[src/rtl/mem_arbiter.sv]
// Two-requester round-robin arbiter in front of a single-port memory with a
// valid/ready request channel and read data returned one cycle after the handshake.
module mem_arbiter #(
    parameter int DEPTH      = 16,
    parameter int WIDTH      = 16,
    parameter int ADDR_WIDTH = $clog2(DEPTH)
) (
    input  logic                  clk,
    input  logic                  rst,
    input  logic                  req_valid_0,
    input  logic                  req_wr_rd_0,
    input  logic [ADDR_WIDTH-1:0] req_addr_0,
    input  logic [WIDTH-1:0]      req_wdata_0,
    input  logic                  req_valid_1,
    input  logic                  req_wr_rd_1,
    input  logic [ADDR_WIDTH-1:0] req_addr_1,
    input  logic [WIDTH-1:0]      req_wdata_1,
    output logic                  req_ready_0,
    output logic                  req_ready_1,
    output logic                  rsp_valid_0,
    output logic                  rsp_valid_1,
    output logic [WIDTH-1:0]      rsp_rdata_0,
    output logic [WIDTH-1:0]      rsp_rdata_1,
    output logic                  mem_valid,
    output logic                  mem_wr_rd,
    output logic [ADDR_WIDTH-1:0] mem_addr,
    output logic [WIDTH-1:0]      mem_wdata,
    input  logic [WIDTH-1:0]      mem_rdata,
    input  logic                  mem_ready
);

    localparam logic [1:0] IDLE   = 2'd0;
    localparam logic [1:0] ISSUE  = 2'd1;
    localparam logic [1:0] RDWAIT = 2'd2;
    localparam logic [1:0] RESP   = 2'd3;

    logic [1:0]            state_reg, state_next;
    logic                  ptr_reg;
    logic                  owner_reg;
    logic                  wr_rd_reg;
    logic [ADDR_WIDTH-1:0] addr_reg;
    logic [WIDTH-1:0]      wdata_reg;
    logic                  any_req;
    logic                  grant_sel;
    logic                  grant_cycle;

    // The pointer only breaks ties; a lone requester always wins.
    assign any_req     = req_valid_0 | req_valid_1;
    assign grant_sel   = (req_valid_0 && req_valid_1) ? ptr_reg : req_valid_1;
    assign grant_cycle = (state_reg == IDLE) && any_req && !rst;

    always_comb begin
        state_next = state_reg;
        case (state_reg)
            IDLE:    if (any_req) state_next = ISSUE;
            ISSUE:   if (mem_ready) state_next = wr_rd_reg ? RESP : RDWAIT;
            RDWAIT:  state_next = RESP;
            RESP:    state_next = IDLE;
            default: state_next = IDLE;
        endcase
    end

    always_ff @(posedge clk or posedge rst) begin
        if (rst) begin
            state_reg <= IDLE;
            ptr_reg   <= 1'b0;
            owner_reg <= 1'b0;
            wr_rd_reg <= 1'b0;
            addr_reg  <= '0;
            wdata_reg <= '0;
        end else begin
            state_reg <= state_next;
            if (grant_cycle) begin
                owner_reg <= grant_sel;
                ptr_reg   <= ~grant_sel;
                wr_rd_reg <= grant_sel ? req_wr_rd_1 : req_wr_rd_0;
                addr_reg  <= grant_sel ? req_addr_1  : req_addr_0;
                wdata_reg <= grant_sel ? req_wdata_1 : req_wdata_0;
            end
        end
    end

    // Each requester keeps its own read-data register so a read for one
    // never disturbs the value last returned to the other.
    generate
        for (genvar gi = 0; gi < 2; gi++) begin : gen_rsp
            localparam logic SEL = 1'(gi);
            logic [WIDTH-1:0] rdata_reg;

            always_ff @(posedge clk or posedge rst) begin
                if (rst) begin
                    rdata_reg <= '0;
                end else if (state_reg == RDWAIT && owner_reg == SEL) begin
                    rdata_reg <= mem_rdata;
                end
            end
        end
    endgenerate

    assign req_ready_0 = grant_cycle && !grant_sel;
    assign req_ready_1 = grant_cycle && grant_sel;
    assign rsp_valid_0 = (state_reg == RESP) && !owner_reg;
    assign rsp_valid_1 = (state_reg == RESP) && owner_reg;
    assign rsp_rdata_0 = gen_rsp[0].rdata_reg;
    assign rsp_rdata_1 = gen_rsp[1].rdata_reg;
    assign mem_valid   = (state_reg == ISSUE);
    assign mem_wr_rd   = wr_rd_reg;
    assign mem_addr    = addr_reg;
    assign mem_wdata   = wdata_reg;

endmodule

[config.mk]
export PLATFORM = sky130hd
export DESIGN_NAME = mem_arbiter
export DESIGN_NICKNAME = d
export VERILOG_FILES = /design/src/rtl/mem_arbiter.sv
export SDC_FILE = /design/constraint.sdc
export NUM_CORES = 1
export LEC_CHECK = 0
export CAP_MARGIN = 20
export CORE_ASPECT_RATIO = 1.2
export CORE_MARGIN = 5
export CORE_UTILIZATION = 34
export DETAILED_ROUTE_END_ITERATION = 16
export GPL_ROUTABILITY_DRIVEN = 0
export PLACE_DENSITY = 0.76
export SLEW_MARGIN = 20
export SYNTH_ARGS = -nofsm -noshare
export SYNTH_HDL_FRONTEND = slang
export SYNTH_SLANG_ARGS = --single-unit
[constraint.sdc]
create_clock -name clk -period 2.7 [get_ports clk]
set_input_delay 0.27 -clock clk [delete_from_list [all_inputs] [get_ports clk]]
set_output_delay 0.27 -clock clk [all_outputs]
set_load 0.02 [all_outputs]
Word-level counts from Yosys, hierarchy flattened
Cells that the tools add are included.
{"block": "totals", "ff_bits": 57, "output_inout_bits": 58}
{"block": "op_classes", "muxes": 8, "n_bitwise": 3, "reduce_logical": 14, "eq_ne": 5}
{"operator": "2-to-1 mux 16 bit", "n": 1}
{"operator": "logical AND 1 bit", "n": 9}
{"operator": "case mux 2 bit (4 select lines)", "n": 1}
{"operator": "== test 2 bit, second input constant", "n": 2}
{"operator": "2-to-1 mux 2 bit", "n": 2}
{"operator": "2-to-1 mux 4 bit", "n": 1}
{"operator": "logical NOT 1 bit", "n": 3}
{"operator": "2-to-1 mux 1 bit", "n": 3}
{"operator": "== test 2 x 1 -> 1 bit, second input constant", "n": 1}
{"operator": "logical NOT 2 bit", "n": 1}
{"operator": "!= test 2 x 1 -> 1 bit, second input constant", "n": 1}
{"operator": "!= test 2 bit, second input constant", "n": 1}
{"operator": "NOT 1 bit", "n": 2}
{"operator": "AND reduction 2 bit", "n": 1}
{"operator": "OR 1 bit", "n": 1}

Logic depth before layout (Yosys ltp)
Gate-level depths: netlist of run 1.
{"block": "logic_depth", "ltp_word": 4, "mapped_depth": 7, "mapped_depth_nobuf": 5}

Least setup slack after synthesis of run 1
Ideal clock, no wire load.
{"block": "synth_path", "kind": "register -> register", "from": "register state_reg[0]", "to": "register addr_reg[0] (netlist: mem_addr[0])", "arrival_ns": 1.553, "synth_period_minus_slack_ns": 1.679, "setup_slack_ns": 1.021, "stages_incl_launch_ff": 8, "t_required_ns": 2.574, "n_path_buf": 2, "path_cell_list": "dfrtp_1 > inv_1 > ha_1 > nor2b_4 > and3_4 > buf_6 > buf_6 > a221o_1"}
{"block": "synth_via", "elab_chain_cells": 3}
{"element": "from (decl)", "line_no": "37", "rtl": "logic [1:0] state_reg, state_next;"}
{"element": "from (signal assigned)", "line_no": "72", "rtl": "state_reg <= state_next;"}
{"element": "logical NOT 2 bit", "line_no": "50", "rtl": "assign grant_cycle = (state_reg == IDLE) && any_req && !rst;"}
{"element": "logical AND 1 bit (2 in a row)", "line_no": "50"}
{"element": "to (signal assigned)", "line_no": "77", "rtl": "addr_reg <= grant_sel ? req_addr_1 : req_addr_0;"}
{"element": "to (decl)", "line_no": "41", "rtl": "logic [ADDR_WIDTH-1:0] addr_reg;"}
No other way between the ends.
A chain may end at the register's enable or synchronous reset.

Worst setup path after layout of run 1
{"block": "layout_path", "from": "register state_reg[0]", "to": "output port req_ready_1"}
{"block": "layout_via", "elab_chain_cells": 4}
{"element": "logical NOT 2 bit", "line_no": "50"}
{"element": "logical AND 1 bit (2 in a row)", "line_no": "50"}
{"element": "logical AND 1 bit", "line_no": "101", "rtl": "assign req_ready_1 = grant_cycle && grant_sel;"}
{"element": "to (decl)", "line_no": "19", "rtl": "output logic req_ready_1,"}
No other way between the ends.

==> out/metrics.yaml, run 1 <==
finish:
  area_growth_pct: 61.3
  diodes: 0
  postLayoutCellArea_um2: 3960
  final_cells: 392
  fillers: 603
  register_area_um2: 1430
  num-nets-final: 365
  multi_input_area_um2: 933
  drive_above_1_share: 0.195
floorplanning:
  ioPinCount: 121
  rows: 34
  die_x_um: 87.6
  die-height_um: 103
  fp.dieArea_um2: 9030
  coreArea_um2: 7150
  initial_core_util: 0.343
power:
  max-vdd-ir-drop_mv: 0.506
  p_total_mw: 4.79
  p_leak_nw: 1.67
  power.density_nw_per_um2: 1210
sta:
  fin_ws_ns: 0.323
  hold_viol: 0
  fmax_ghz: 0.421
  fin_skew_ns: 0.00663
  tightest_slew_ns: 0.710
  post-route-period-util: 0.880
  post-route-min-period_ns: 2.38
  rsz0062_at_grt: "no"
  slew_violations: 0
  setup-tns-final_ns: 0
  setup_viol: 0
  relSlewSlack: 0.525
synthesis:
  syn_avg_cell_area_um2: 14.2
  ys_seq_elements: 57
  synth_edf_count: 0
  synth-xor-area-share: 0
  syn_area_um2: 2450
  synthSimpleGateAreaFrac: 0.0357
  synth_top_family_by_area: "compound AO/OA/AOI/OAI gates"
  synth-main-ff-cell: "dfrtp_1"
  synth-compound-area-share: 0.168
  synth_cell_type_count: 25
  syn_inst: 173
  muxShareOfSynthArea: 0.151
  synthArstFlopShare: 1.00
  synth_fa_ha_area_frac: 0.0255
  synth_warnings: 0
  synthesis.nets: 241
  seq_area_frac_synth: 0.581
critical_path:
  r2r_setup_slack_ns: 0.89
  crit_required_ns: 2.43
  path_class: "reg -> out"
  setup.worst_path.end_class: "output port"
  cp_slowest_cell: "clkdlybuf4s50_1"
  max_stage_delay_ns: 0.61
  r2r_cells: 4
  cp-start-kind: "register"
  r2r-end: "rsp_rdata_1[13]$_DFFE_PP0P_"
  path_cells: "inv_1, ha_1, nor2b_4, and3_1, clkdlybuf4s50_1"
  r2r_start: "state_reg[0]$_DFFE_PP0P_"
  crit_arrival_ns: 2.11
  crit_fanout: 5
routing:
  vias_per_cell: 4.86
  antenna_left: 0
  drc: 0
  routedWlPerCell_um: 16.1
  dr.pass1.iters: 4
  wirelength_um: 6310
  vias: 1904
  drt_iter0_markers: 31
placed_design:
  place_ws_ns: 0.665
  dp_hpwl_um: 4840
  io_buffers: 120
  place_area_um2: 3730
  dp_cells: 376
clocking:
  numCtsBuffers: 9
  clock_sinks: 57
  cts.hold.buffers_added: 0
  cts_root_buf: "clkbuf_8"
  cts.repair.resized: 0
  clk_pin_slew_ns: 0.07
  htree_levels: 3
  clockBufferDepth: 2
  post_cts_buffers: 0
  clk_latency_ns: 0.32
  cts_tree: "built"
global_route:
  grt_max_degree: 23
  use_met3: 0.0536
  grt_pass1_wl_um: 10100
  grt_use_met1: 0.161
  antenna_found_initial: 0
  use_met2: 0.255
  grt_overflow: 0
  busiest_layer: "met2"
  grt_pass1_vias: 2064
  grtUsageTotal: 0.145
worst_hold_path:
  worstHoldPathType: "in -> async"
run:
  drv_cap: 0
run_status:
  status: "finished clean"
-- critical path: cells and delay by family, from the launching register on --
kind	cells	cell delay [ns]
buffers and inverters	2	0.75
flip-flops	1	0.42
AND/OR/NAND/NOR	2	0.40
adder cells (fa/ha/maj)	1	0.20
-- per-layer routing --
| layer | vias to the layer above | share of wire |
|---|---|---|
| met3 | 7 | 0.092 |
| li1 | 894 | - |
| met4 | 0 | 0.0081 |
| met5 | - | 0 |
| met2 | 80 | 0.53 |
| met1 | 923 | 0.37 |
-- logic make-up (layout without fill, tap and decap cells) --
group	Yosys count	after routing
adders and majority gates	5	5
AOI/OAI and AO/OA	48	48
muxes	33	33
and+or+nand+nor	14	14
buffers and inverters	16	145
DFF	57	57
-- area by class of cell --
class | count | share of cell area
Sequential cell | 57 | 0.360
Clock inverter | 5 | 0.0196
Timing Repair Buffer | 126 | 0.315
Tap cell | 90 | 0.0284
Multi-Input combinational cell | 100 | 0.236
Inverter | 3 | 0.00284
Clock buffer | 11 | 0.0382
-- power breakdown --
group          total, mW  internal (mW)  switching [mW]
combinational       2.38           1.31            1.07
clock              0.900          0.566           0.333
sequential          1.51           1.28           0.227
-- stage by stage --
stage / utilization / hold slack [ns]
final: 0.554 / 0.334
after global routing: 0.554 / 0.366
after CTS: 0.554 / 0.332
after detailed placement: 0.522 / 0.495
after global placement: 0.522 / 0.489
after floorplan: - / 0.415
-- Yosys cell counts (2+ instances only) --
cell type  number  area, µm²
dfrtp_1        57       1430
mux2_2         33        372
a221o_1        21        210
a21boi_0       20        150
ha_1            5       62.6
clkbuf_1        4       15.0
buf_2           3       15.0
buf_6           3       33.8
inv_1           3       11.3
nand2_1         3       11.3
a211oi_1        2       15.0
a21o_1          2       15.0
buf_4           2       15.0
nand2b_1        2       12.5
nor2_1          2       7.51
nor2b_1         2       12.5
-- worst max path at each step --
stage	endpoint	cells past startpoint	slack (ns)	startpoint
finish	req_ready_1	5	0.32	state_reg[0]$_DFFE_PP0P_
global route	req_ready_1	5	0.21	state_reg[0]$_DFFE_PP0P_
CTS	req_ready_1	5	0.29	state_reg[0]$_DFFE_PP0P_
detailed placement	req_ready_1	4	0.66	rst
global placement	req_ready_1	4	0.68	rst
floorplan	mem_addr[0]$_DFFE_PP0P_	7	1.02	state_reg[0]$_DFFE_PP0P_
-- layout by cell type, fill, tap and decap left out, types with 2 or more instances in the layout --
cell type        count
ha_1                 5
a21o_1               2
a211oi_1             2
clkbuf_8            11
clkdlybuf4s50_1    120
nand2_1              3
a21boi_0            20
a221o_1             21
nand2b_1             2
dfrtp_1             57
nor2b_1              2
buf_4                6
clkinv_2             2
inv_1                2
mux2_2              33
bufinv_16            2
nor2_1               2
Note: power is estimated with default switching activity, not from simulation.
==> run 2, diff against run 1 <==
--- a/config.mk
+++ b/config.mk
@@ -12,6 +12,7 @@
 export DETAILED_ROUTE_END_ITERATION = 16
 export GPL_ROUTABILITY_DRIVEN = 0
 export PLACE_DENSITY = 0.76
+export REMOVE_ABC_BUFFERS = 1
 export SLEW_MARGIN = 20
 export SYNTH_ARGS = -nofsm -noshare
 export SYNTH_HDL_FRONTEND = slang
==> run 2 against run 1 <==
  * Non-clock buffer count is 1 lower
  * Die area stayed put
  * Clock power is 1% lower
==> out/metrics.yaml, run 2 (synthesis gave the netlist of run 1 again) <==
clocking:
  htree_levels: 3
  numCtsBuffers: 9
  cts_root_buf: "clkbuf_8"
  clk_pin_slew_ns: 0.06
  cts_tree: "built"
  clock_sinks: 57
  cts.hold.buffers_added: 0
  clk_latency_ns: 0.32
  cts.repair.resized: 0
  post_cts_buffers: 0
  clockBufferDepth: 2
finish:
  final_cell_mix: "clkdlybuf4s50_1, dfrtp_1, mux2_2"
  register_area_um2: 1430
  fillers: 632
  diodes: 0
  num-nets-final: 364
  postLayoutCellArea_um2: 3960
  area_growth_pct: 61.5
  multi_input_area_um2: 933
  drive_above_1_share: 0.193
  final_common_cell: "clkdlybuf4s50_1"
floorplanning:
  die-height_um: 103
  fp.dieArea_um2: 9030
  ioPinCount: 121
  coreArea_um2: 7150
  die_x_um: 87.6
  rows: 34
  initial_core_util: 0.343
sta:
  rsz0062_at_grt: "no"
  fmax_ghz: 0.418
  tightest_slew_ns: 0.694
  post-route-min-period_ns: 2.39
  hold_viol: 0
  slew_violations: 0
  fin_skew_ns: 0.00371
  setup_viol: 0
  post-route-period-util: 0.887
  setup-tns-final_ns: 0
  relSlewSlack: 0.536
routing:
  vias: 1932
  dr.pass1.iters: 4
  wirelength_um: 6360
  drc: 0
  drt_iter0_markers: 32
  vias_per_cell: 4.94
  antenna_left: 0
  routedWlPerCell_um: 16.3
power:
  power_frac_clock: 0.185
  seq_power_share: 0.316
  power.density_nw_per_um2: 1210
  internal_power_mw: 3.15
  combPwrFrac: 0.499
  max-vdd-ir-drop_mv: 0.527
  p_leak_nw: 1.67
  switching_share: 0.341
  net-switching-power_mw: 1.63
critical_path:
  r2r_start: "state_reg[1]$_DFFE_PP0P_"
  startpoint: "state_reg[1]$_DFFE_PP0P_"
  crit_path_end: "req_ready_1"
  crit_fanout: 5
  r2r-end: "mem_wdata[10]$_DFFE_PP0P_"
  r2r_cells: 6
  crit_arrival_ns: 2.12
  path_cells: "inv_1, ha_1, nor2b_4, and3_1, clkdlybuf4s50_1"
  cp-start-kind: "register"
  crit_required_ns: 2.43
  path_class: "reg -> out"
  max_stage_delay_ns: 0.64
  cp_slowest_cell: "clkdlybuf4s50_1"
  setup.worst_path.end_class: "output port"
  r2r_setup_slack_ns: 0.92
global_route:
  grt_pass1_vias: 2078
  grt_pass1_wl_um: 10100
  antenna_found_initial: 0
  grt_max_degree: 33
  grtUsageTotal: 0.147
  grt_overflow: 0
worst_hold_path:
  worstHoldPathType: "in -> async"
placed_design:
  place_area_um2: 3730
  dp_hpwl_um: 4850
  io_buffers: 120
run_status:
  status: "finished clean"
run:
  drv_cap: 0
## run 2: worst max-delay path, delay by kind of cell (launching register included)
| family | cells | cell delay (ns) |
|---|---|---|
| adders and majority gates | 1 | 0.19 |
| buffers and inverters | 2 | 0.77 |
| DFF | 1 | 0.43 |
| and+or+nand+nor | 2 | 0.41 |
## run 2: how the worst min path moves through the flow
| stage | end | slack [ns] | cells after the start |
|---|---|---|---|
| global placement | rsp_rdata_0[13]$_DFFE_PP0P_ | 0.49 | 1 |
| finish | mem_wr_rd$_DFFE_PP0P_ | 0.42 | 2 |
| global route | mem_wdata[2]$_DFFE_PP0P_ | 0.47 | 2 |
| detailed placement | rsp_rdata_1[5]$_DFFE_PP0P_ | 0.50 | 1 |
| CTS | mem_addr[1]$_DFFE_PP0P_ | 0.43 | 2 |
| floorplan | mem_wdata[9]$_DFFE_PP0P_ | 0.42 | 1 |
## run 2: layout make-up
type | instances | area share
clock buffers | 11 | 0.0382
inverters | 3 | 0.00284
clock inverters | 5 | 0.0196
flip-flops and latches | 57 | 0.360
well taps | 90 | 0.0284
repair buffers | 125 | 0.316
multi-input cells | 100 | 0.235
## run 2: power groups by stage
stage          clock, mW  sequential, mW  combinational [mW]
3_3_place_gp           0            1.51                2.38
3_5_place_dp           0            1.52                2.43
4_1_cts            0.917            1.51                2.43
5_1_grt            0.957            1.57                2.56
2_1_floorplan          0            1.98               0.803
6_report           0.888            1.51                2.39
## run 2: stage by stage
| stage | setup slack (ns) | instances | util | hold WS (ns) | power [mW] |
|---|---|---|---|---|---|
| 4_1_cts | 0.274 | 391 | 0.555 | 0.426 | 4.86 |
| 3_3_place_gp | 0.637 | 375 | 0.523 | 0.486 | 3.89 |
| 3_5_place_dp | 0.638 | 375 | 0.523 | 0.495 | 3.95 |
| 5_1_grt | 0.184 | 391 | 0.555 | 0.474 | 5.09 |
| 6_report | 0.306 | 391 | 0.555 | 0.418 | 4.79 |
| 2_1_floorplan | 0.703 | 160 | - | 0.415 | 2.78 |
## run 2: layer usage
layer | track usage | vias up | share of wire
met1 | 0.170 | 934 | 0.39
met2 | 0.231 | 97 | 0.47
met4 | 0.0602 | 0 | 0.011
met5 | 0 | - | 0
met3 | 0.0727 | 7 | 0.12
li1 | - | 894 | -
==> run 3, diff against run 2 <==
--- a/config.mk
+++ b/config.mk
@@ -8,10 +8,10 @@
 export CAP_MARGIN = 20
 export CORE_ASPECT_RATIO = 1.2
 export CORE_MARGIN = 5
-export CORE_UTILIZATION = 34
+export CORE_UTILIZATION = 43
 export DETAILED_ROUTE_END_ITERATION = 16
 export GPL_ROUTABILITY_DRIVEN = 0
-export PLACE_DENSITY = 0.76
+export PLACE_DENSITY = 0.92
 export REMOVE_ABC_BUFFERS = 1
 export SLEW_MARGIN = 20
 export SYNTH_ARGS = -nofsm -noshare
==> run 3 against run 2 <==
  * Die area is 19% lower
  * Global-route usage is 3.9 points higher
  * Setup slack lost 0.015 ns
  * Register-to-register slack worse by 0.05 ns
  * Cell count shrank 6.9%
  * Hold slack got worse by 0.0069 ns
  * Clock skew rose by 0.0049 ns
  * Count of clock-buffer cells in the layout stayed put
  * Non-clock buffer count is 1 lower
  * Sequential share of layout area rose by 0.45 points
  * Wire length up 1.1%
  * Utilization rose by 15 points
==> out/metrics.yaml, run 3 (synthesis gave the netlist of run 1 again) <==
power:
  p_leak_nw: 1.66
  max-vdd-ir-drop_mv: 0.616
  power.density_nw_per_um2: 1220
  p_total_mw: 4.79
critical_path:
  cp-start-kind: "register"
  r2r_cells: 4
  max_stage_delay_ns: 0.64
  setup.worst_path.end_class: "output port"
  path_class: "reg -> out"
  crit_fanout: 4
  r2r-end: "rsp_rdata_1[5]$_DFFE_PP0P_"
  crit_required_ns: 2.43
  crit_arrival_ns: 2.14
  cp_slowest_cell: "clkdlybuf4s50_1"
  r2r_setup_slack_ns: 0.87
  r2r_start: "state_reg[0]$_DFFE_PP0P_"
  path_cells: "inv_1, ha_1, nor2b_4, and3_1, clkdlybuf4s50_1"
  critPathTopFamily: "buffers and inverters"
  timing.critical_path.buf_inv: 2
sta:
  fin_ws_ns: 0.292
  hold_viol: 0
  slew_violations: 0
  fin_skew_ns: 0.00865
  setup-tns-final_ns: 0
  holdWs_ns: 0.411
  tightest_slew_ns: 0.776
  fmax_ghz: 0.415
  relSlewSlack: 0.482
  post-route-min-period_ns: 2.41
  setup_viol: 0
  post-route-period-util: 0.892
  rsz0062_at_grt: "no"
clocking:
  clk_latency_ns: 0.33
  clockBufferDepth: 2
  post_cts_buffers: 0
  clock_sinks: 57
  cts_root_buf: "clkbuf_8"
  numCtsBuffers: 9
  cts.repair.resized: 0
  clk_pin_slew_ns: 0.06
  cts.hold.buffers_added: 0
  cts_tree: "built"
  htree_levels: 3
global_route:
  grt_pass1_wl_um: 10500
  grt_pass1_vias: 2167
  grt_max_degree: 32
  antenna_found_initial: 0
  grtUsageTotal: 0.186
  grt_overflow: 0
run:
  drv_cap: 0
finish:
  diodes: 0
  num-nets-final: 363
  final_cell_mix: "clkdlybuf4s50_1, dfrtp_1, mux2_2"
  drive_above_1_share: 0.187
  final_common_cell: "clkdlybuf4s50_1"
  final_cells: 364
  area_growth_pct: 59.5
run_status:
  status: "finished clean"
worst_hold_path:
  worstHoldPathType: "in -> async"
routing:
  vias: 1956
  drt_iter0_markers: 14
  antenna_left: 0
  dr.pass1.iters: 4
  drc: 0
  vias_per_cell: 5.37
  wirelength_um: 6430
  routedWlPerCell_um: 17.7
floorplanning:
  die-height_um: 92.8
  initial_core_util: 0.439
  die_x_um: 79.0
  rows: 30
  ioPinCount: 121
  fp.dieArea_um2: 7330
  coreArea_um2: 5590
placed_design:
  io_buffers: 120
  dp_cells: 348
  dp_hpwl_um: 4870
  place_ws_ns: 0.655
[run 3: metrics by stage]
stage | area [µm²] | utilization
CTS | 3920 | 0.700
global route | 3920 | 0.700
detailed placement | 3690 | 0.661
global placement | 3690 | 0.661
finish | 3920 | 0.700
floorplan | 2370 | -
[run 3: metal layers]
metal | GRT usage | vias up | part of all wire
li1 | - | 893 | -
met1 | 0.216 | 936 | 0.39
met2 | 0.297 | 109 | 0.48
met3 | 0.0691 | 18 | 0.10
met4 | 0.0989 | 0 | 0.030
met5 | 0 | - | 0
[run 3: final cells by class]
cell class | instances | area (µm²)
Sequential cell | 57 | 1430
Fill cell | 383 | 1680
Inverter | 3 | 11.3
Timing Repair Buffer | 124 | 1240
Clock inverter | 5 | 78.8
Tap cell | 64 | 80.1
Clock buffer | 11 | 141
Multi-Input combinational cell | 100 | 933
[run 3: worst max-delay path by stage]
stage,cells after the start,start,endpoint,slack [ns]
6_report,5,state_reg[0]$_DFFE_PP0P_,req_ready_1,0.29
5_1_grt,5,state_reg[0]$_DFFE_PP0P_,req_ready_1,0.19
4_1_cts,5,state_reg[0]$_DFFE_PP0P_,req_ready_1,0.29
3_5_place_dp,5,state_reg[0]$_DFFE_PP0P_,req_ready_1,0.65
3_3_place_gp,4,rst,req_ready_1,0.70
2_1_floorplan,5,state_reg[0]$_DFFE_PP0P_,mem_addr[0]$_DFFE_PP0P_,0.70
[run 3: report_power, final]
part / total (mW) / leakage, nW / internal (mW) / switching (mW)
clock: 0.874 / 0.113 / 0.543 / 0.331
combinational: 2.40 / 0.864 / 1.30 / 1.10
sequential: 1.51 / 0.685 / 1.28 / 0.232
total: 4.79 / 1.66 / 3.12 / 1.66
